===== src/rtl/vis_framer.sv =====
// Visibility byte-stream framer: SOF, seq, payload, 16-bit length, optional XOR checksum.
// Optional checksum trailer enabled by defining VIS_FRAMER_CSUM_EN; registered outputs, 1-cycle byte latency.
module vis_framer #(
  parameter logic [7:0] SOF_BYTE = 8'hA5,
  localparam int LBITS = 16
) (
  input  logic       clock,
  input  logic       reset_n,
  input  logic       s_tvalid,
  output logic       s_tready,
  input  logic       s_tlast,
  input  logic [7:0] s_tdata,
  output logic       m_tvalid,
  input  logic       m_tready,
  output logic       m_tlast,
  output logic [7:0] m_tdata,
  output logic [7:0] seq_o,
  output logic       overflow_o
);

`ifdef VIS_FRAMER_CSUM_EN
  typedef enum logic [2:0] {IDLE, HDR, DATA, LEN0, LEN1, CSUM} state_t;
`else
  typedef enum logic [2:0] {IDLE, HDR, DATA, LEN0, LEN1} state_t;
`endif

  state_t             r_state;
  state_t             w_nxt;
  logic               r_m_tvalid;
  logic               r_m_tlast;
  logic [7:0]         r_m_tdata;
  logic [7:0]         r_seq;
  logic [LBITS-1:0]   r_cnt;
  logic               r_ovf;
`ifdef VIS_FRAMER_CSUM_EN
  logic [7:0]         r_csum;
`endif

  logic               w_slot;
  logic               w_load;
  logic               w_last;
  logic               w_sof;
  logic               w_acc;
  logic [7:0]         w_dat;

  assign w_slot = !r_m_tvalid || m_tready;

  always_comb begin
    w_nxt  = r_state;
    w_load = 1'b0;
    w_last = 1'b0;
    w_sof  = 1'b0;
    w_acc  = 1'b0;
    w_dat  = 8'h00;
    case (r_state)
      // SOF goes out ahead of the first payload byte, which stays pending upstream
      IDLE: if (s_tvalid && w_slot) begin
        w_load = 1'b1;
        w_sof  = 1'b1;
        w_dat  = SOF_BYTE;
        w_nxt  = HDR;
      end
      HDR: if (w_slot) begin
        w_load = 1'b1;
        w_dat  = r_seq;
        w_nxt  = DATA;
      end
      DATA: if (s_tvalid && w_slot) begin
        w_load = 1'b1;
        w_acc  = 1'b1;
        w_dat  = s_tdata;
        if (s_tlast) w_nxt = LEN0;
      end
      LEN0: if (w_slot) begin
        w_load = 1'b1;
        w_dat  = r_cnt[7:0];
        w_nxt  = LEN1;
      end
      LEN1: if (w_slot) begin
        w_load = 1'b1;
        w_dat  = r_cnt[15:8];
`ifdef VIS_FRAMER_CSUM_EN
        w_nxt  = CSUM;
`else
        w_last = 1'b1;
        w_nxt  = IDLE;
`endif
      end
`ifdef VIS_FRAMER_CSUM_EN
      CSUM: if (w_slot) begin
        w_load = 1'b1;
        w_dat  = r_csum;
        w_last = 1'b1;
        w_nxt  = IDLE;
      end
`endif
      default: w_nxt = IDLE;
    endcase
  end

  always_ff @(posedge clock) begin
    if (!reset_n) begin
      r_state    <= IDLE;
      r_m_tvalid <= 1'b0;
      r_m_tlast  <= 1'b0;
      r_m_tdata  <= 8'h00;
      r_seq      <= 8'h00;
      r_cnt      <= '0;
      r_ovf      <= 1'b0;
`ifdef VIS_FRAMER_CSUM_EN
      r_csum     <= 8'h00;
`endif
    end else begin
      r_state <= w_nxt;
      if (w_load) begin
        r_m_tvalid <= 1'b1;
        r_m_tdata  <= w_dat;
        r_m_tlast  <= w_last;
      end else if (m_tready) begin
        r_m_tvalid <= 1'b0;
        r_m_tlast  <= 1'b0;
      end
      if (w_load && w_last) r_seq <= r_seq + 8'd1;
      // count sticks at all-ones; further payload bytes only flag overflow
      if (w_sof) begin
        r_cnt <= '0;
      end else if (w_acc) begin
        if (r_cnt == {LBITS{1'b1}}) r_ovf <= 1'b1;
        else                        r_cnt <= r_cnt + 16'd1;
      end
`ifdef VIS_FRAMER_CSUM_EN
      if (w_sof)       r_csum <= SOF_BYTE;
      else if (w_load) r_csum <= r_csum ^ w_dat;
`endif
    end
  end

  assign s_tready   = reset_n && (r_state == DATA) && w_slot;
  assign m_tvalid   = r_m_tvalid;
  assign m_tlast    = r_m_tlast;
  assign m_tdata    = r_m_tdata;
  assign seq_o      = r_seq;
  assign overflow_o = r_ovf;

endmodule


===== config.mk =====
export PLATFORM = sky130hd
export DESIGN_NAME = vis_framer
export DESIGN_NICKNAME = d
export VERILOG_FILES = /design/src/rtl/vis_framer.sv
export SDC_FILE = /design/constraint.sdc
export NUM_CORES = 1
export LEC_CHECK = 0
export CORE_UTILIZATION = 50
export DETAILED_ROUTE_END_ITERATION = 7
export PLACE_DENSITY = 0.83
export SKIP_LAST_GASP = 1
export SLEW_MARGIN = 5
export SYNTH_ARGS = -nofsm -noshare
export SYNTH_HDL_FRONTEND = slang
export SYNTH_SLANG_ARGS = --single-unit

===== constraint.sdc =====
create_clock -name clock -period 2.7 [get_ports clock]
set_input_delay 0.27 -clock clock [delete_from_list [all_inputs] [get_ports clock]]
set_output_delay 0.27 -clock clock [all_outputs]
set_load 0.02 [all_outputs]

# Yosys cells after proc, flatten, opt, wreduce, memory -nomap -nowiden

Index checks and enable logic that the tools add are counted.
W data, S select, Z words.

Register bits: 38

Add/sub/neg operators: 2
Equality and inequality tests: 11
Mux-type cells: 22
Bitwise operators: 3
Reductions and logical operators: 14

Operator list:

| kind                    | number |
|---|---|
| $mux W8                 | 5 |
| $pmux W8 S5             | 1 |
| $mux W3                 | 6 |
| $add A16 B1 Y16 const B | 1 |
| $eq A16 B16 Y1 const B  | 1 |
| $pmux W3 S5             | 1 |
| $ne A2 B2 Y1 const B    | 6 |
| $add A8 B1 Y8 const B   | 1 |
| $mux W1                 | 8 |
| $eq A3 B2 Y1 const B    | 2 |
| $reduce_and A6 Y1       | 1 |
| $logic_and A1 B1 Y1     | 4 |
| $reduce_or A2 Y1        | 2 |
| $eq A3 B1 Y1 const B    | 1 |
| $eq A3 B3 Y1 const B    | 1 |
| $logic_not A3 Y1        | 1 |
| $not A1 Y1              | 3 |
| $reduce_and A3 Y1       | 1 |
| $reduce_or A3 Y1        | 1 |
| $pmux W1 S2             | 1 |
| $reduce_and A2 Y1       | 1 |
| $reduce_bool A2 Y1      | 1 |
| $logic_not A1 Y1        | 1 |
| $logic_or A1 B1 Y1      | 1 |

# Depth between registers and ports, before layout

Gate-level depths: netlist of run 1.

Word-level depth: 7
Gate-level depth with buffers: 7
Mapped depth without buffers: 5

# Least setup slack after synthesis of run 1

OpenSTA, ideal clock, no wires.

Path type: register -> register
From: reg r_cnt[0]
To: reg r_cnt[1]
Setup time: 0.132 ns
Arrival time: 1.535 ns
Data required time: 2.568 ns
Setup slack: 1.032 ns
Cell stages (with the launch flop): 8
Cells stage by stage: dfxtp_1 -> ha_1 -> nand4_2 -> nor4_2 -> buf_4 -> buf_6 -> nand3b_1 -> a21oi_1

Cells in the longest elaborated chain, start to end: 3

RTL lines:

| item                                                                    | RTL line | source |
|---|---|---|
| start: declaration                                                      | 33       | `logic [LBITS-1:0] r_cnt;` |
| start signal: assignment                                                | 129      | `else r_cnt <= r_cnt + 16'd1;` |
| parallel branches: the longest is 3 deep, another holds $add A16 B1 Y16 | --       |  |

Several ways; the timed one is not identified.
A chain may end at the register's enable or synchronous reset.

# Worst setup path after layout of run 1

From: in m_tready
To: out s_tready

Cells in the longest elaborated chain, start to end: 2

RTL lines:

| item                | RTL line | source |
|---|---|---|
| start: declaration  | 14       | `input logic m_tready,` |
| $logic_or A1 B1 Y1  | 46       | `assign w_slot = !r_m_tvalid \|\| m_tready;` |
| $logic_and A1 B1 Y1 | 138      | `assign s_tready = reset_n && (r_state == DATA) && w_slot;` |
| end: declaration    | 10       | `output logic s_tready,` |

Every way passes these cells.

==> results.py, run 1 <==
metrics = {
    "outcome": {
        "outcome": "finished, final reports clean",
    },
    "cts": {
        "path_clk_slew_ns": 0.07,
        "cts_tree": "built",
        "cts-htree-levels": 2,
        "cts_resized": 0,
        "cts.path.max_buffers": 2,
        "post_cts_buffers": 0,
        "cts_made_buffers": 5,
        "root_buffer": "clkbuf_8",
        "insertion_delay_ns": 0.29,
        "cts_sinks": 38,
        "cts_hold_buf": 0,
    },
    "yosys": {
        "syn_area_mm2": 0.00212,
        "synth_seq_cells": 38,
        "synth_seq_area_share_pct": 35.9,
        "synth-main-ff-cell": "dfxtp_1",
        "avgSynthCellArea_um2": 8.61,
        "async_flop_share_pct": 0,
        "yosys_warnings": 0,
        "synth_edf_count": 0,
        "syn_inst": 246,
        "yosysTopAreaCellShare_pct": 35.9,
        "synth_nets": 261,
        "synth_largest_area_cell": "dfxtp_1",
        "yosys-top-cells-area": "dfxtp_1 (36%), mux2i_1 (6.1%), a21oi_1 (5.9%), nand2_1 (4.1%), nor2_1 (3.0%)",
        "ys_types": 47,
    },
    "pwr": {
        "p_per_area_mw_per_mm2": 462,
        "ir_drop_mv": 0.332,
        "p_leak_nw": 0.776,
        "finalPower_mw": 1.17,
    },
    "drt": {
        "wl_mm": 5.17,
        "drt_iter0_markers": 185,
        "drc": 0,
        "dr_total_vias": 1968,
        "drtPass1Iterations": 5,
        "post_drt_wl_per_cell_um": 15.9,
        "ant_nets": 0,
        "vias_per_cell": 6.04,
    },
    "setup_path": {
        "crit_chain": "clkdlybuf4s50_1, nor2b_1, nor4_1, clkdlybuf4s50_1",
        "crit_path_start_kind": "input pin",
        "worst_path_max_delay_cell": "nor2b_1",
        "cp-endpoint": "s_tready",
        "path_max_fanout": 6,
        "path_common_cell": "clkdlybuf4s50_1",
        "rr_worst_depth": 5,
        "r2r_slack_ns": 0.84,
        "end_kind": "primary output",
        "arrival_ns": 1.95,
        "crit_type": "input pin to primary output",
        "critPathRequiredTime_ns": 2.43,
        "slowest_delay_ns": 0.57,
        "crit_start": "m_tready",
        "timing.rr.end": "m_tlast$_SDFFE_PN0P_",
        "crit-reg2reg-launch": "m_tvalid$_SDFFE_PN0P_",
    },
    "floorplan": {
        "initial_utilization_pct": 52.5,
        "die_y_um": 67.1,
        "io_pins": 33,
        "die_x_um": 67.1,
        "num_rows": 23,
        "die-area_mm2": 0.00450,
        "core-area_mm2": 0.00403,
    },
    "timing": {
        "fmax_mhz": 451,
        "tightest_slew_ns": 0.687,
        "period_share_pct": 82.2,
        "hold-worst-slack_ns": 0.496,
        "max-slew-margin-rel_pct": 54.1,
        "setup_slack_ns": 0.481,
        "hold_viol": 0,
        "finalSetupViolCount": 0,
        "setup_tns_ns": 0,
        "post-route-min-period_ns": 2.22,
        "rsz0062_at_grt": "no",
        "timing.final.max_slew_violations": 0,
        "clock_skew_ns": 0.00640,
    },
    "worst_hold_path": {
        "min_path_type": "register to register",
    },
    "global_routing": {
        "grt_pass1_vias": 1788,
        "grt_max_degree": 24,
        "antenna_found_initial": 0,
        "grt_usage_pct": 25.4,
        "grt_first_pass_wirelength_mm": 8.36,
        "grt_overflow": 0,
    },
    "finish": {
        "area_growth_pct": 19.9,
        "final_core_util_pct": 63.0,
        "fin_nets": 290,
        "drive_gt1_share_pct": 9.06,
        "n_antenna_cell": 0,
        "final_common_cell": "dfxtp_1",
        "layout_common_cells": "dfxtp_1 (38), clkdlybuf4s50_1 (32), a21oi_1 (25), nand2_1 (23), nor2_1 (17)",
    },
    "place": {
        "dp_slack_ns": 0.528,
        "dp_hpwl_mm": 3.61,
        "numPortBuffers": 32,
        "gp_congestion": 0.871,
    },
    "flow_run": {
        "cap_viol_max_count": 0,
    },
}
synth_stat cells, drive strengths merged, types with 4 or more instances:
cell type / instances
nand2: 23
xnor2: 4
o21ai: 12
nand4: 6
nand2b: 8
clkbuf: 5
buf: 11
nor4: 9
nor2: 18
a21oi: 26
a221oi: 4
or4: 8
dfxtp: 38
a31oi: 6
o31ai: 8
mux2i: 13
nand3: 11
and2: 4
final cells by class:
| cell class | instances | area, um^2 |
|---|---|---|
| clock inverters | 1 | 5.00 |
| clock buffers | 7 | 86.3 |
| fillers | 362 | 1490 |
| inverters | 3 | 11.3 |
| flip-flops and latches | 38 | 761 |
| multi-input cells | 189 | 1250 |
| well taps | 50 | 62.6 |
| repair buffers | 38 | 365 |
power by group:
part / switching, mW / internal [mW]
combinational: 0.0991 / 0.0776
sequential: 0.0134 / 0.578
clock: 0.199 / 0.206
total: 0.312 / 0.861
sequential cells by signal, summed over array words and instances, names as in the netlist:
| name | count |
|---|---|
| m_tvalid | 1 |
| overflow_o | 1 |
| m_tlast | 1 |
| m_tdata | 8 |
| r_cnt | 16 |
| r_state | 3 |
| seq_o | 8 |
stage by stage:
stage | cells | area, um^2
after CTS | 326 | 2540
after floorplan | 246 | 2120
after global routing | 326 | 2540
after global placement | 318 | 2450
final | 326 | 2540
after detailed placement | 318 | 2450
worst min-delay path by stage:
stage	depth (start not counted)	to	startpoint	slack (ns)
floorplan	2	seq_o[1]$_SDFFE_PN0P_	reset_n	0.45
global placement	2	overflow_o$_SDFFE_PN0P_	overflow_o$_SDFFE_PN0P_	0.47
detailed placement	2	overflow_o$_SDFFE_PN0P_	overflow_o$_SDFFE_PN0P_	0.47
CTS	2	overflow_o$_SDFFE_PN0P_	overflow_o$_SDFFE_PN0P_	0.50
global route	2	overflow_o$_SDFFE_PN0P_	overflow_o$_SDFFE_PN0P_	0.52
finish	2	overflow_o$_SDFFE_PN0P_	overflow_o$_SDFFE_PN0P_	0.50
critical path: cells and delay by family:
family                 cells  cell delay (ns)
buffers and inverters      2             1.02
AND/OR/NAND/NOR            2             0.66
per-layer routing:
metal  share of wire [%]  wire length [um]  GRT usage [%]  up-vias
li1                    -                 -              -      978
met1                  46              2390           31.5      919
met3                 5.1               262           5.31       10
met5                   0                 0              0        -
met2                  47              2430           41.5       61
met4                 1.8                91           11.7        0
kinds of logic (layout without fill, tap and decap cells):
group	after synthesis	count (layout)	synth area share (%)
compound gates	62	62	18.3
xor+xnor	7	7	2.90
fa+ha+maj	2	2	1.18
buf+inv	19	49	5.20
flops	38	38	35.9
mux	13	13	6.15
simple gates	105	105	30.3
Power figures use the tool's default switching activity.
==> inputs of run 2 (changes only) <==
- clock period: 2.7 -> 2.05 ns (I/O delays scaled with it)
==> results.py, run 2 (synthesis gave the netlist of run 1 again) <==
metrics = {
    "timing": {
        "tightest_slew_ns": 0.535,
        "timing.final.max_slew_violations": 0,
        "max-slew-margin-rel_pct": 64.2,
        "hold-worst-slack_ns": 0.497,
        "post-route-min-period_ns": 1.96,
        "hold_viol": 0,
        "period_share_pct": 95.5,
        "rsz0062_at_grt": "no",
        "finalSetupViolCount": 0,
        "clock_skew_ns": 0.00618,
        "fmax_mhz": 511,
    },
    "finish": {
        "largest_register": "r_cnt",
        "fill_cells": 349,
        "fin_nets": 297,
        "area_growth_pct": 22.4,
        "final_common_cell": "dfxtp_1",
        "n_antenna_cell": 0,
        "largest_reg_flops": 16,
        "drive_gt1_share_pct": 11.7,
        "final_core_util_pct": 64.3,
        "layout_common_cells": "dfxtp_1 (37), clkdlybuf4s50_1 (32), a21oi_1 (25), nand2_1 (23), nor2_1 (17)",
    },
    "global_routing": {
        "grt_pass1_vias": 1936,
        "grt_usage_pct": 26.9,
        "grt_overflow": 0,
        "grt_first_pass_wirelength_mm": 9.01,
        "antenna_found_initial": 0,
        "grt_max_degree": 23,
    },
    "cts": {
        "cts_tree": "built",
        "cts-htree-levels": 2,
        "cts_sinks": 38,
        "insertion_delay_ns": 0.30,
        "cts.path.max_buffers": 2,
        "cts_made_buffers": 5,
        "cts_hold_buf": 0,
        "path_clk_slew_ns": 0.07,
        "post_cts_buffers": 0,
        "root_buffer": "clkbuf_8",
    },
    "floorplan": {
        "num_rows": 23,
        "core-area_mm2": 0.00403,
        "io_pins": 33,
        "die_y_um": 67.1,
        "die-area_mm2": 0.00450,
        "die_x_um": 67.1,
        "initial_utilization_pct": 52.5,
    },
    "pwr": {
        "combPwrFrac_pct": 15.2,
        "ir_drop_mv": 0.335,
        "internal-power_mw": 1.14,
        "p_per_area_mw_per_mm2": 602,
        "swShare_pct": 26.8,
        "power.share.sequential_pct": 50.0,
        "p_clk_share_pct": 34.8,
        "p_leak_nw": 0.811,
        "p_sw_mw": 0.418,
    },
    "flow_run": {
        "cap_viol_max_count": 0,
    },
    "drt": {
        "drtPass1Iterations": 6,
        "drc": 0,
        "vias_per_cell": 5.95,
        "post_drt_wl_per_cell_um": 15.6,
        "ant_nets": 0,
        "wl_mm": 5.20,
        "drt_iter0_markers": 208,
        "dr_total_vias": 1981,
    },
    "setup_path": {
        "path_max_fanout": 7,
        "arrival_ns": 1.75,
        "crit-reg2reg-launch": "r_cnt[0]$_SDFFE_PP0P_",
        "rr_worst_depth": 6,
        "r2r_slack_ns": 0.15,
        "crit_type": "register to primary output",
        "timing.rr.end": "r_cnt[3]$_SDFFE_PP0P_",
        "critPathRequiredTime_ns": 1.85,
        "crit_path_start_kind": "register",
        "end_kind": "primary output",
    },
    "place": {
        "gp_congestion": 0.878,
        "numPortBuffers": 32,
        "dp_hpwl_mm": 3.74,
    },
    "worst_hold_path": {
        "min_path_type": "register to register",
        "hold_end": "overflow_o$_SDFFE_PN0P_",
        "whs_path_depth": 2,
        "hp-start": "overflow_o$_SDFFE_PN0P_",
    },
    "outcome": {
        "outcome": "finished, final reports clean",
    },
}
run 2: cell count changes in the layout (fill, tap and decap cells not counted), sizes merged:
cell,before,now
buf,6,13
run 2: repair_timing:
| action | CTS | global route |
|---|---|---|
| endpoints found under the hold margin | 0 | 0 |
| gates resized for setup | 0 | 1 |
| endpoints found under the setup margin | 0 | 1 |
run 2: worst max path at each step:
stage / depth (start not counted) / start / end / slack (ns)
after global routing: 6 / r_cnt[0]$_SDFFE_PP0P_ / r_cnt[4]$_SDFFE_PP0P_ / 0.03
final: 3 / r_state[2]$_SDFFE_PN0P_ / s_tready / 0.09
after floorplan: 7 / r_cnt[0]$_SDFFE_PP0P_ / r_cnt[1]$_SDFFE_PP0P_ / 0.38
after CTS: 3 / r_state[1]$_SDFFE_PN0P_ / s_tready / 0.03
after global placement: 5 / s_tvalid / r_cnt[6]$_SDFFE_PP0P_ / 0.03
after detailed placement: 5 / s_tvalid / r_cnt[8]$_SDFFE_PP0P_ / -0.006
run 2: stage by stage:
step | setup TNS (ns) | setup slack [ns] | power [mW] | area (um^2) | cells
6_report | 0 | 0.0917 | 1.56 | 2590 | 333
5_1_grt | 0 | 0.0274 | 1.62 | 2590 | 333
4_1_cts | 0 | 0.0266 | 1.57 | 2590 | 333
3_5_place_dp | -0.00716 | -0.00620 | 1.03 | 2500 | 325
3_3_place_gp | 0 | 0.0306 | 1.03 | 2500 | 325
2_1_floorplan | 0 | 0.382 | 0.941 | 2120 | 246
run 2: critical path, cell delays in order, from the launching register on:
cell	delay, ns
dfxtp_1	0.38
nand2b_1	0.20
nor4_1	0.23
clkdlybuf4s50_1	0.65
run 2: layout make-up:
class,instances,area (um^2),area share [%]
multi-input cells,189,1250,48.1
flip-flops and latches,38,762,29.4
repair buffers,45,418,16.1
clock buffers,7,86.3,3.33
well taps,50,62.6,2.41
inverters,3,11.3,0.435
clock inverters,1,5.00,0.193
run 2: power groups by stage:
stage	Sequential [mW]	Combinational (mW)	Clock, mW
6_report	0.780	0.237	0.542
5_1_grt	0.783	0.258	0.583
4_1_cts	0.780	0.237	0.549
3_5_place_dp	0.797	0.235	0
3_3_place_gp	0.796	0.233	0
2_1_floorplan	0.816	0.125	0
run 2: layer usage:
layer / GRT usage [%] / up-vias / routed length [um]
met5: 0 / - / 0
met4: 12.0 / 0 / 62
met3: 5.65 / 6 / 296
met2: 43.0 / 65 / 2500
met1: 34.2 / 928 / 2340
li1: - / 982 / -
==> inputs of run 3 (changes only) <==
- CORE_ASPECT_RATIO: not set -> 1.2
- MAX_ROUTING_LAYER: not set -> met4
- REMOVE_ABC_BUFFERS: not set -> 1
==> results.py, run 3 (synthesis gave the netlist of run 1 again) <==
metrics = {
    "outcome": {
        "outcome": "finished, final reports clean",
    },
    "setup_path": {
        "critPathRequiredTime_ns": 2.21,
        "crit_type": "register to register",
        "crit_path_start_kind": "register",
        "path_max_fanout": 22,
        "arrival_ns": 1.93,
        "end_kind": "register",
    },
    "global_routing": {
        "grt_overflow": 0,
        "grt_max_degree": 24,
        "grt_first_pass_wirelength_mm": 8.41,
        "grt_pass1_vias": 1829,
        "antenna_found_initial": 0,
        "grt_usage_pct": 26.0,
    },
    "drt": {
        "ant_nets": 0,
        "drtPass1Iterations": 4,
        "drc": 0,
        "vias_per_cell": 5.96,
        "drt_iter0_markers": 106,
        "dr_total_vias": 2007,
        "post_drt_wl_per_cell_um": 15.3,
        "wl_mm": 5.16,
    },
    "floorplan": {
        "io_pins": 33,
        "die_x_um": 61.4,
        "core-area_mm2": 0.00400,
        "initial_utilization_pct": 52.9,
        "num_rows": 25,
        "die_y_um": 73.3,
        "die-area_mm2": 0.00450,
    },
    "timing": {
        "post-route-min-period_ns": 1.77,
        "max-slew-margin-rel_pct": 66.7,
        "hold-worst-slack_ns": 0.482,
        "setup_tns_ns": 0,
        "fmax_mhz": 564,
        "clock_skew_ns": 0.00694,
        "tightest_slew_ns": 0.498,
        "period_share_pct": 86.5,
        "rsz0062_at_grt": "no",
        "hold_viol": 0,
        "timing.final.max_slew_violations": 0,
        "finalSetupViolCount": 0,
    },
    "place": {
        "dp_hpwl_mm": 3.78,
        "gp_congestion": 0.951,
        "dp.cells": 329,
        "numPortBuffers": 32,
    },
    "worst_hold_path": {
        "min_path_type": "register to register",
    },
    "cts": {
        "cts_tree": "built",
        "cts-htree-levels": 2,
        "cts_made_buffers": 5,
        "post_cts_buffers": 0,
        "path_clk_slew_ns": 0.07,
        "cts_sinks": 38,
        "insertion_delay_ns": 0.29,
        "cts.path.max_buffers": 2,
        "root_buffer": "clkbuf_8",
    },
    "finish": {
        "largest_register": "r_cnt",
        "drive_gt1_share_pct": 12.0,
        "layout_common_cells": "dfxtp_1 (37), clkdlybuf4s50_1 (31), a21oi_1 (25), nand2_1 (23), nor2_1 (17)",
        "n_antenna_cell": 0,
        "fill_cells": 364,
        "area_growth_pct": 23.6,
        "final_common_cell": "dfxtp_1",
        "largest_reg_flops": 16,
        "fin_nets": 297,
        "instances_no_fill": 337,
    },
    "pwr": {
        "ir_drop_mv": 0.512,
        "p_leak_nw": 0.839,
        "p_per_area_mw_per_mm2": 632,
    },
    "flow_run": {
        "cap_viol_max_count": 0,
    },
}
==> run 3: metal layers <==
layer	global-route usage, %	share of wire, %
met1	31.3	44
met2	42.1	50
met3	7.22	5.2
met4	7.41	1.0
met5	-	0
==> run 3: final timing paths <==
kind / from / endpoint / slack [ns] / depth (start not counted)
worst min-delay path: overflow_o$_SDFFE_PN0P_ / overflow_o$_SDFFE_PN0P_ / 0.48 / 2
worst max register to register: r_cnt[0]$_SDFFE_PP0P_ / r_cnt[1]$_SDFFE_PP0P_ / 0.28 / 6
worst min register to register: overflow_o$_SDFFE_PN0P_ / overflow_o$_SDFFE_PN0P_ / 0.48 / 2
worst max-delay path: r_cnt[0]$_SDFFE_PP0P_ / r_cnt[1]$_SDFFE_PP0P_ / 0.28 / 6
==> run 3: layout make-up <==
class	count	area [um^2]	share of cell area [%]
clock buffer	5	68.8	2.63
clock inverter	3	40.0	1.53
inverter	3	11.3	0.430
multi-input combinational	189	1250	47.6
sequential	38	762	29.1
tap	54	67.6	2.58
timing repair buffer	45	420	16.1
==> run 3: timing repair <==
action                     in CTS  in global routing
gates cloned                    0                  0
pin swaps                       0                  0
hold buffers                    0                  0
resized for setup               1                  1
setup endpoints to repair       1                  1
==> run 3: per-stage QoR <==
step                      cell area [um^2]  worst slack (ns)  utilization (%)  power [mW]
after floorplan                       2020           -0.0607                -       0.924
after global placement                2500            0.0512             62.5        1.03
after detailed placement              2500            0.0114             62.5        1.04
after CTS                             2610            0.0251             65.3        1.65
after global routing                  2620             0.175             65.3        1.71
final                                 2620             0.278             65.3        1.65
==> run 3: critical path: stages, from the launching register on <==
cell      delay (ns)
dfxtp_1         0.41
ha_1            0.25
nand4_2         0.18
nor4_2          0.31
buf_4           0.28
nand3b_1        0.15
a21oi_1         0.07
==> run 3: report_power, final <==
group | switching, mW | leakage, nW | internal [mW]
combinational | 0.126 | 0.472 | 0.111
clock | 0.274 | 0.0579 | 0.358
sequential | 0.0218 | 0.309 | 0.761
